### src/rtl/serial_deframer.sv
// Serial frame receiver: start bit, DATA_W data bits LSB first, optional even
// parity, stop bit; good words are held in a one-word register behind valid/ready.
module serial_deframer #(
    parameter int DATA_W    = 8,
    parameter int PARITY_EN = 1
) (
    input  logic              clk,
    input  logic              reset,
    input  logic              serialin,
    output logic [DATA_W-1:0] dout,
    output logic              dout_valid,
    input  logic              dout_ready,
    output logic              frame_err,
    output logic              parity_err,
    output logic              overrun,
    output logic              busy
);

    localparam int CNT_W = $clog2(DATA_W);

    typedef enum logic [1:0] {IDLE, DATA, PARITY, STOP} state_t;

    state_t            state;
    logic [CNT_W-1:0]  cnt;
    logic [DATA_W-1:0] shreg;
    logic              par_mis;
    logic              can_load;

    // The holding register can take a new word if empty or drained on this edge.
    assign can_load = ~dout_valid | dout_ready;

    always_ff @(posedge clk or negedge reset) begin
        if (!reset) begin
            state      <= IDLE;
            cnt        <= '0;
            shreg      <= '0;
            par_mis    <= 1'b0;
            dout       <= '0;
            dout_valid <= 1'b0;
            frame_err  <= 1'b0;
            parity_err <= 1'b0;
            overrun    <= 1'b0;
            busy       <= 1'b0;
        end else begin
            frame_err  <= 1'b0;
            parity_err <= 1'b0;
            overrun    <= 1'b0;
            if (dout_valid && dout_ready)
                dout_valid <= 1'b0;

            case (state)
                IDLE: begin
                    if (serialin) begin
                        state   <= DATA;
                        busy    <= 1'b1;
                        cnt     <= '0;
                        par_mis <= 1'b0;
                    end
                end
                DATA: begin
                    // Shift right so the first (LSB) bit lands in bit 0 after DATA_W shifts.
                    shreg <= {serialin, shreg[DATA_W-1:1]};
                    cnt   <= cnt + 1'b1;
                    if (cnt == CNT_W'(DATA_W - 1))
                        state <= (PARITY_EN != 0) ? PARITY : STOP;
                end
                PARITY: begin
                    par_mis <= (^shreg) ^ serialin;
                    state   <= STOP;
                end
                STOP: begin
                    // Always back to IDLE: the stop bit is never mistaken for a start bit.
                    state <= IDLE;
                    busy  <= 1'b0;
                    if (serialin) begin
                        frame_err  <= 1'b1;
                        parity_err <= par_mis;
                    end else if (par_mis) begin
                        parity_err <= 1'b1;
                    end else if (can_load) begin
                        dout       <= shreg;
                        dout_valid <= 1'b1;
                    end else begin
                        overrun <= 1'b1;
                    end
                end
                default: begin
                    state <= IDLE;
                    busy  <= 1'b0;
                end
            endcase
        end
    end

endmodule

### config.mk
export PLATFORM = sky130hd
export DESIGN_NAME = serial_deframer
export DESIGN_NICKNAME = d
export VERILOG_FILES = /design/src/rtl/serial_deframer.sv
export SDC_FILE = /design/constraint.sdc
export NUM_CORES = 1
export LEC_CHECK = 0
export CORE_MARGIN = 2
export CORE_UTILIZATION = 54
export CTS_CLUSTER_DIAMETER = 40
export CTS_CLUSTER_SIZE = 14
export DETAILED_ROUTE_END_ITERATION = 16
export DONT_BUFFER_PORTS = 1
export GPL_ROUTABILITY_DRIVEN = 0
export PLACE_DENSITY = 0.72
export SYNTH_ARGS = -nofsm -noshare
export SYNTH_HDL_FRONTEND = slang
export SYNTH_SLANG_ARGS = --single-unit
### constraint.sdc
create_clock -name clk -period 1.35 [get_ports clk]
set_input_delay 0.27 -clock clk [delete_from_list [all_inputs] [get_ports clk]]
set_output_delay 0.27 -clock clk [all_outputs]
set_load 0.005 [all_outputs]
### Word level (Yosys, flattened, before mapping)

Cells that the tools add are included.

* bitwise operators: 5
* add/subtract/negate cells: 1
* equal/unequal tests: 6
* multiplexer cells: 23
* reductions and logical operators: 11

Operators by type and width (number)
* two-way mux 1 bit: 16
* one-hot mux 2 bit (4 select lines): 1
* AND reduction 2 bit: 4
* XOR reduction 8 bit: 1
* one-hot mux 3 bit (2 select lines): 1
* nonzero test 2 bit: 3
* equality test 2 bit, second input constant: 2
* two-way mux 2 bit: 2
* != test 2 bit, second input constant: 2
* one-hot mux 1 bit (2 select lines): 2
* AND reduction 4 bit: 1
* adder 3 x 1 -> 3 bit, second input constant: 1
* equality test 3 bit, second input constant: 1
* two-way mux 3 bit: 1
* inverter 1 bit: 3
* equality test 2 x 1 -> 1 bit, second input constant: 1
* zero test 2 bit: 1
* logical AND 1 bit: 1
* bitwise OR 1 bit: 1
* bitwise XOR 1 bit: 1

* flip-flop bits (word level): 27
* input bits: 4
* output and inout port bits: 13

### Logic depth before layout (Yosys ltp)

Gate-level depths: netlist of run 1.

* depth in word-level cells: 6
* depth in mapped cells: 6

### Least setup slack after synthesis of run 1

OpenSTA, ideal clock, no wires.

* path type: register to register
* start point: reg state[1]
* end point: reg shreg[1]
* stages on the path, launching flop included: 5
* arrival time: 1.323 ns
* setup time: 0.125 ns
* path slack: -0.098 ns
* clock period less this slack: 1.448 ns
* path through: dfrtp_1 inv_1 ha_1 buf_1 mux2_2

* word-level cells in the longest chain between the ends: 1

RTL lines
* from (decl): line 23 `state_t state;`
* from (signal assigned): line 65 `state <= (PARITY_EN != 0) ? PARITY : STOP;`
* equality test 2 x 1 -> 1 bit: line 51 `case (state)`
* to (signal assigned): line 62 `shreg <= {serialin, shreg[DATA_W-1:1]};`
* to (decl): line 25 `logic [DATA_W-1:0] shreg;`

Every way passes these cells.
A chain may end at the register's enable or synchronous reset.

### Worst setup path after layout of run 1

* start point: reg shreg[6]
* end point: reg par_mis

* word-level cells in the longest chain between the ends: 3

RTL lines
* XOR reduction 8 bit: line 68 `par_mis <= (^shreg) ^ serialin;`
* bitwise XOR 1 bit: line 68
* one-hot mux 1 bit (2 select lines): line 51
* to (signal assigned): line 68
* to (decl): line 26 `logic par_mis;`

Every way passes these cells.

==> flow_summary.toml, run 1 <==
[placement]
place_area_sq_um = 1270
dp_cells = 123
dpl.hpwl_um = 1330
port_buffers = 0

[synthesis]
synth_simple_gate_area_share = 0.0877
synth_cell_type_count = 20
syn-instance-count = 90
syn_nets = 100
synth_area_sq_um = 1180
synth_compound_area_frac = 0.0465
ys_warn_count = 0
avgSynthCellArea_sq_um = 13.2
synth_fa_ha_area_frac = 0.0634
synth_top_family_by_area = "multiplexers"
synth_xor_area_frac = 0.0518
yosysSeqAreaShare = 0.571
synth-seq-cells = 27
synth_mux_area_frac = 0.161

[detailed_routing]
wl_met1_um = 813
drc = 0
firstDrtPassIters = 4
top_layer = "met4"
routedWlPerCell_um = 14.7
first_iter_violations = 5
routed-wl-met2_um = 1050
via_count = 723
met3_length_um = 50
wl_um = 1940
final_antenna_net_count = 0
vias_per_cell = 5.48

[sta]
period_share = 0.983
maxSlewHeadroom = 0.823
max_freq_mhz = 754
worst_slew_pin_slew_ns = 0.264
final_max_slew_viol_count = 0
finalHoldViolCount = 0
rsz0062_at_grt = "yes"
setup_viol = 0
fin_crit_ns = 1.33
fin_worst_skew_ns = 0.00156

[pwr]
p_clk_frac = 0.090
cellLeakagePower_nw = 0.644
fin_total_pwr_mw = 3.65
pwr-share-comb = 0.505
switching_share = 0.355
p_switching_mw = 1.30
p_seq_frac = 0.405
p_int_mw = 2.36
powerDensity_nw_per_um2 = 2570
ir_drop_uv = 1590

[setup_path]
r2r_start = "shreg[6]$_DFFE_PN0P_"
r2r_slack_ns = 0.02
startpoint = "shreg[6]$_DFFE_PN0P_"
startpoint_type = "register"
critPathRequiredTime_ns = 1.56
critPathKind = "reg2reg"
crit_fanout = 4
worstPathArrival_ns = 1.54
endpoint_kind = "register"

[floorplan]
coreArea_sq_um = 2020
start_util = 0.585
die_h_um = 50.8
io_pins = 17
die_w_um = 50.8
num_rows = 16
die_area_sq_um = 2580

[clock_tree]
cts.clk_slew.worst_paths_ns = 0.13
clk_latency_ns = 0.31
cts-buffers-inserted = 3
cts_buffer_depth = 2
cts_tree = "done"
cts_sinks = 27
cts_root_buf = "clkbuf_4"
h-tree-depth = 1

[final_layout]
syn_to_final_growth_pct = 20.2
n_antenna_cell = 0
multi_input_area_sq_um = 561
drive_gt1_frac = 0.429
fill_cells = 143
register_area_sq_um = 678
final_cells = 132
final_area_sq_um = 1420
finalNetCount = 116

[global_routing]
grt_pass1_wl_um = 3240
antenna_found_initial = 0
grt_pass1_vias = 764
grt_overflow_total = 0
grt_max_degree = 28
grt_usage = 0.169

[worst_hold_path]
hold_path_startpoint = "serialin"
min_path_type = "in2reg"

[outcome]
run_status = "finished, final reports clean"

[run]
max-cap-violations = 0
==> logic make-up (layout without fill, tap and decap cells) <==
family,count (synthesis),count (layout)
flip-flops,27,27
adder cells (fa/ha/maj),6,6
XOR/XNOR,7,7
multiplexers,17,17
buffers and inverters,5,20
AO/OA/AOI/OAI,8,8
AND/OR/NAND/NOR,20,20
==> flip-flops by register name, summed over array words and instances, names as in the netlist <==
name,cells
dout,8
busy,1
frame_err,1
cnt,3
shreg,8
overrun,1
state,2
par_mis,1
parity_err,1
dout_valid,1
==> layout make-up <==
type	count	area share
multi-input cells	58	0.394
repair buffers	13	0.0792
flip-flops and latches	27	0.477
well taps	27	0.0237
inverters	3	0.00792
clock buffers	4	0.0185
==> stage by stage <==
| stage | TNS [ns] | hold WS (ns) | setup WS (ns) | utilization |
|---|---|---|---|---|
| 2_1_floorplan | 0 | -0.0256 | 0.0466 | - |
| 3_3_place_gp | -0.0436 | -0.0251 | -0.0251 | 0.629 |
| 3_5_place_dp | -0.157 | -0.0251 | -0.0582 | 0.629 |
| 4_1_cts | 0 | 0.0816 | 0.00219 | 0.662 |
| 5_1_grt | -0.179 | 0.0745 | -0.0936 | 0.704 |
| 6_report | 0 | 0.0900 | 0.0233 | 0.704 |
==> cells in the mapped netlist, drive strengths merged <==
cell type  number  share of area
nor2            4          0.013
nor4b           1         0.0074
buf             2         0.0095
o21ai           5          0.021
nand2           6          0.019
and2b           1         0.0074
nand3           2         0.0085
xnor2           7          0.052
mux2i           1         0.0085
ha              6          0.063
nand3b          1         0.0063
and2            2          0.011
dfrtp          27           0.57
nor2b           1         0.0053
nand2b          2          0.011
mux2           16           0.15
inv             3         0.0095
a32o            2          0.017
o32a            1         0.0085
==> per-layer routing <==
metal / track usage / vias to the layer above
met4: 0.0676 / 0
met3: 0.0380 / 4
met1: 0.198 / 368
met5: 0 / -
met2: 0.300 / 10
li1: - / 341
==> timing repair <==
action | 4_1_cts | 5_1_grt
endpoints found under the hold margin | 27 | 0
setup endpoints to repair | 11 | 22
gates resized for setup | 5 | 12
hold buffers | 2 | 0
buffers inserted | 0 | 3
pin swaps | 0 | 1
==> worst paths after layout <==
kind | depth (start not counted) | endpoint
max reg2reg | 5 | par_mis$_DFFE_PN0P_
max | 5 | par_mis$_DFFE_PN0P_
min reg2reg | 1 | cnt[1]$_DFFE_PN0P_
min | 1 | frame_err$_DFF_PN0_
max in group asynchronous | 2 | state[0]$_DFFE_PN0P_
min in group asynchronous | 2 | frame_err$_DFF_PN0_
==> critical path: stages, from the launching register on <==
cell and delay, ns:
dfrtp_1 0.44, xnor2_1 0.18, xnor2_1 0.12, xnor2_1 0.26, nor4b_2 0.07, nand3b_1 0.15
==> cell usage in the layout, fill, tap and decap left out, drive strengths merged, types with 3 or more instances in the layout <==
cell     n
xnor2    7
nor2     4
clkbuf   4
ha       6
inv      3
mux2    16
dfrtp   27
nand2    6
o21ai    5
buf     12
==> power groups by stage <==
stage / Combinational, mW / Sequential, mW / Clock [mW]
finish: 1.85 / 1.48 / 0.327
global placement: 1.47 / 1.46 / 0
detailed placement: 1.54 / 1.48 / 0
CTS: 1.60 / 1.46 / 0.347
global route: 2.05 / 1.53 / 0.370
floorplan: 1.16 / 1.42 / 0
Power figures use the tool's default switching activity.
==> run 2, diff against run 1 <==
--- a/config.mk
+++ b/config.mk
@@ -12,7 +12,9 @@
 export DETAILED_ROUTE_END_ITERATION = 16
 export DONT_BUFFER_PORTS = 1
 export GPL_ROUTABILITY_DRIVEN = 0
+export MAX_ROUTING_LAYER = met4
 export PLACE_DENSITY = 0.72
+export SLEW_MARGIN = 20
 export SYNTH_ARGS = -nofsm -noshare
 export SYNTH_HDL_FRONTEND = slang
 export SYNTH_SLANG_ARGS = --single-unit
==> results of run 2 <==
Same layout as run 1: the final DEF is identical, and so are final timing and power.
Main changes from that run: overall routing resource usage 0.169 -> 0.174
==> run 3, diff against run 2 <==
==> constraint.sdc (replaced) <==
create_clock -name clk -period 1.2 [get_ports clk]
set_input_delay 0.24 -clock clk [delete_from_list [all_inputs] [get_ports clk]]
set_output_delay 0.24 -clock clk [all_outputs]
set_load 0.005 [all_outputs]
==> run 3 against run 2 <==
Against the previous run: the run now ends with setup timing left; first-iteration DRC count decreased by 20%; worst setup slack got worse by 0.22 ns; global-route usage increased by 5.6 points; non-clock buffer count increased by 13; sequential share of layout area decreased by 7.0 points; die area unchanged; sequential cell count unchanged; maximum frequency decreased by 5.1%; total power increased by 42%; worst hold slack got worse by 0.029 ns; combinational power increased by 67%; clock power increased by 17%.
==> flow_summary.toml, run 3 (synthesis results as in run 1) <==
[setup_path]
startpoint_type = "register"
critPathBufInv = 0
crit_family = "XOR/XNOR gates"
max_stage_delay_ns = 0.43
path_cells = "xnor2_1, xnor2_1, xnor2_1, nor4b_1, nand3b_1"
critPathSlowestCell = "dfrtp_1"
crit_fanout = 2
critPathRequiredTime_ns = 1.47
critPathKind = "reg2reg"
endpoint_kind = "register"
crit_top_cell = "xnor2_1"
r2r_start = "shreg[1]$_DFFE_PN0P_"
worstPathArrival_ns = 1.66
startpoint = "shreg[1]$_DFFE_PN0P_"

[detailed_routing]
via_count = 784
vias_per_cell = 5.41
wl_um = 2650
first_iter_violations = 4
routedWlPerCell_um = 18.3
firstDrtPassIters = 4
final_antenna_net_count = 0
drc = 0

[placement]
port_buffers = 0
dpl.hpwl_um = 1530

[clock_tree]
cts_buffer_depth = 2
cts_root_buf = "clkbuf_4"
cts_sinks = 27
h-tree-depth = 1
clk_latency_ns = 0.31
cts-buffers-inserted = 3
cts.clk_slew.worst_paths_ns = 0.14
cts_tree = "done"

[pwr]
ir_drop_uv = 2330
cellLeakagePower_nw = 0.800
fin_total_pwr_mw = 5.17
powerDensity_nw_per_um2 = 3110

[sta]
rsz0062_at_grt = "yes"
setup_viol = 23
fin_crit_ns = 1.40
max_freq_mhz = 715
fin_setup_tns_ns = -1.93
period_share = 1.17
finalHoldViolCount = 0
fin_worst_skew_ns = 0.00928
worst_slew_pin_slew_ns = 0.260
final_max_slew_viol_count = 0
setup_slack_ns = -0.198
maxSlewHeadroom = 0.824

[final_layout]
largestRegisters = "dout x8, shreg x8, cnt x3"
finalNetCount = 129
drive_gt1_frac = 0.534
final_cell_mix = "dfrtp_1 (26), mux2_4 (16), buf_4 (15)"
final_core_util = 0.822
n_antenna_cell = 0
syn_to_final_growth_pct = 40.5
mostFrequentLayoutCell = "dfrtp_1"

[floorplan]
num_rows = 16
io_pins = 17
coreArea_sq_um = 2020
die_h_um = 50.8
die_w_um = 50.8
start_util = 0.585
die_area_sq_um = 2580

[worst_hold_path]
hold_path_startpoint = "serialin"
min_path_type = "in2reg"

[global_routing]
antenna_found_initial = 0
grt_max_degree = 28
grt_usage = 0.230
grt_overflow_total = 0
grt_pass1_wl_um = 4240
grt_pass1_vias = 917

[run]
max-cap-violations = 0

[outcome]
violations = "setup timing"
run_status = "complete, but fails checks"
run 3: changes by cell type in the layout (fill, tap and decap cells not counted), sizes merged:
| cell | change |
|---|---|
| buf | +13 |
run 3: metrics by stage:
stage               cell area (sq um)  hold slack, ns  setup slack [ns]  std cells
finish                           1660          0.0608            -0.198        145
global route                     1660          0.0373            -0.252        145
CTS                              1590          0.0546            -0.102        143
detailed placement               1380         -0.0551            -0.208        130
global placement                 1380         -0.0551            -0.148        130
floorplan                        1250         -0.0556           -0.0190         90
run 3: timing repair:
item / in CTS / in global routing
gates resized for setup: 27 / 14
hold buffers: 2 / 0
setup endpoints to repair: 23 / 23
buffers inserted: 7 / 2
pin swaps: 5 / 2
hold endpoints to repair: 27 / 0
run 3: layout make-up:
type / count / area (sq um)
Inverter: 3 / 11.3
Timing Repair Buffer: 26 / 248
Sequential cell: 27 / 677
Tap cell: 27 / 33.8
Clock buffer: 4 / 26.3
Multi-Input combinational cell: 58 / 667
Fill cell: 101 / 359
run 3: power breakdown:
part           internal (mW)  total [mW]  switching [mW]
logic                   1.89        3.09            1.20
registers               1.33        1.70           0.374
clock network          0.130       0.384           0.254
total                   3.35        5.17            1.82
run 3: worst paths after layout:
| check | end | slack, ns | cells past startpoint |
|---|---|---|---|
| max | par_mis$_DFFE_PN0P_ | -0.20 | 5 |
| min | frame_err$_DFF_PN0_ | 0.06 | 1 |
| max reg2reg | par_mis$_DFFE_PN0P_ | -0.20 | 5 |
| min reg2reg | cnt[2]$_DFFE_PN0P_ | 0.55 | 1 |
| max in group asynchronous | state[0]$_DFFE_PN0P_ | 0.69 | 2 |
| min in group asynchronous | cnt[1]$_DFFE_PN0P_ | 0.33 | 2 |
run 3: per-layer routing:
layer | track usage | wire length (um)
met5 | - | 0
met4 | 0.0586 | 25
met2 | 0.417 | 1520
met3 | 0.0380 | 76
met1 | 0.268 | 1030
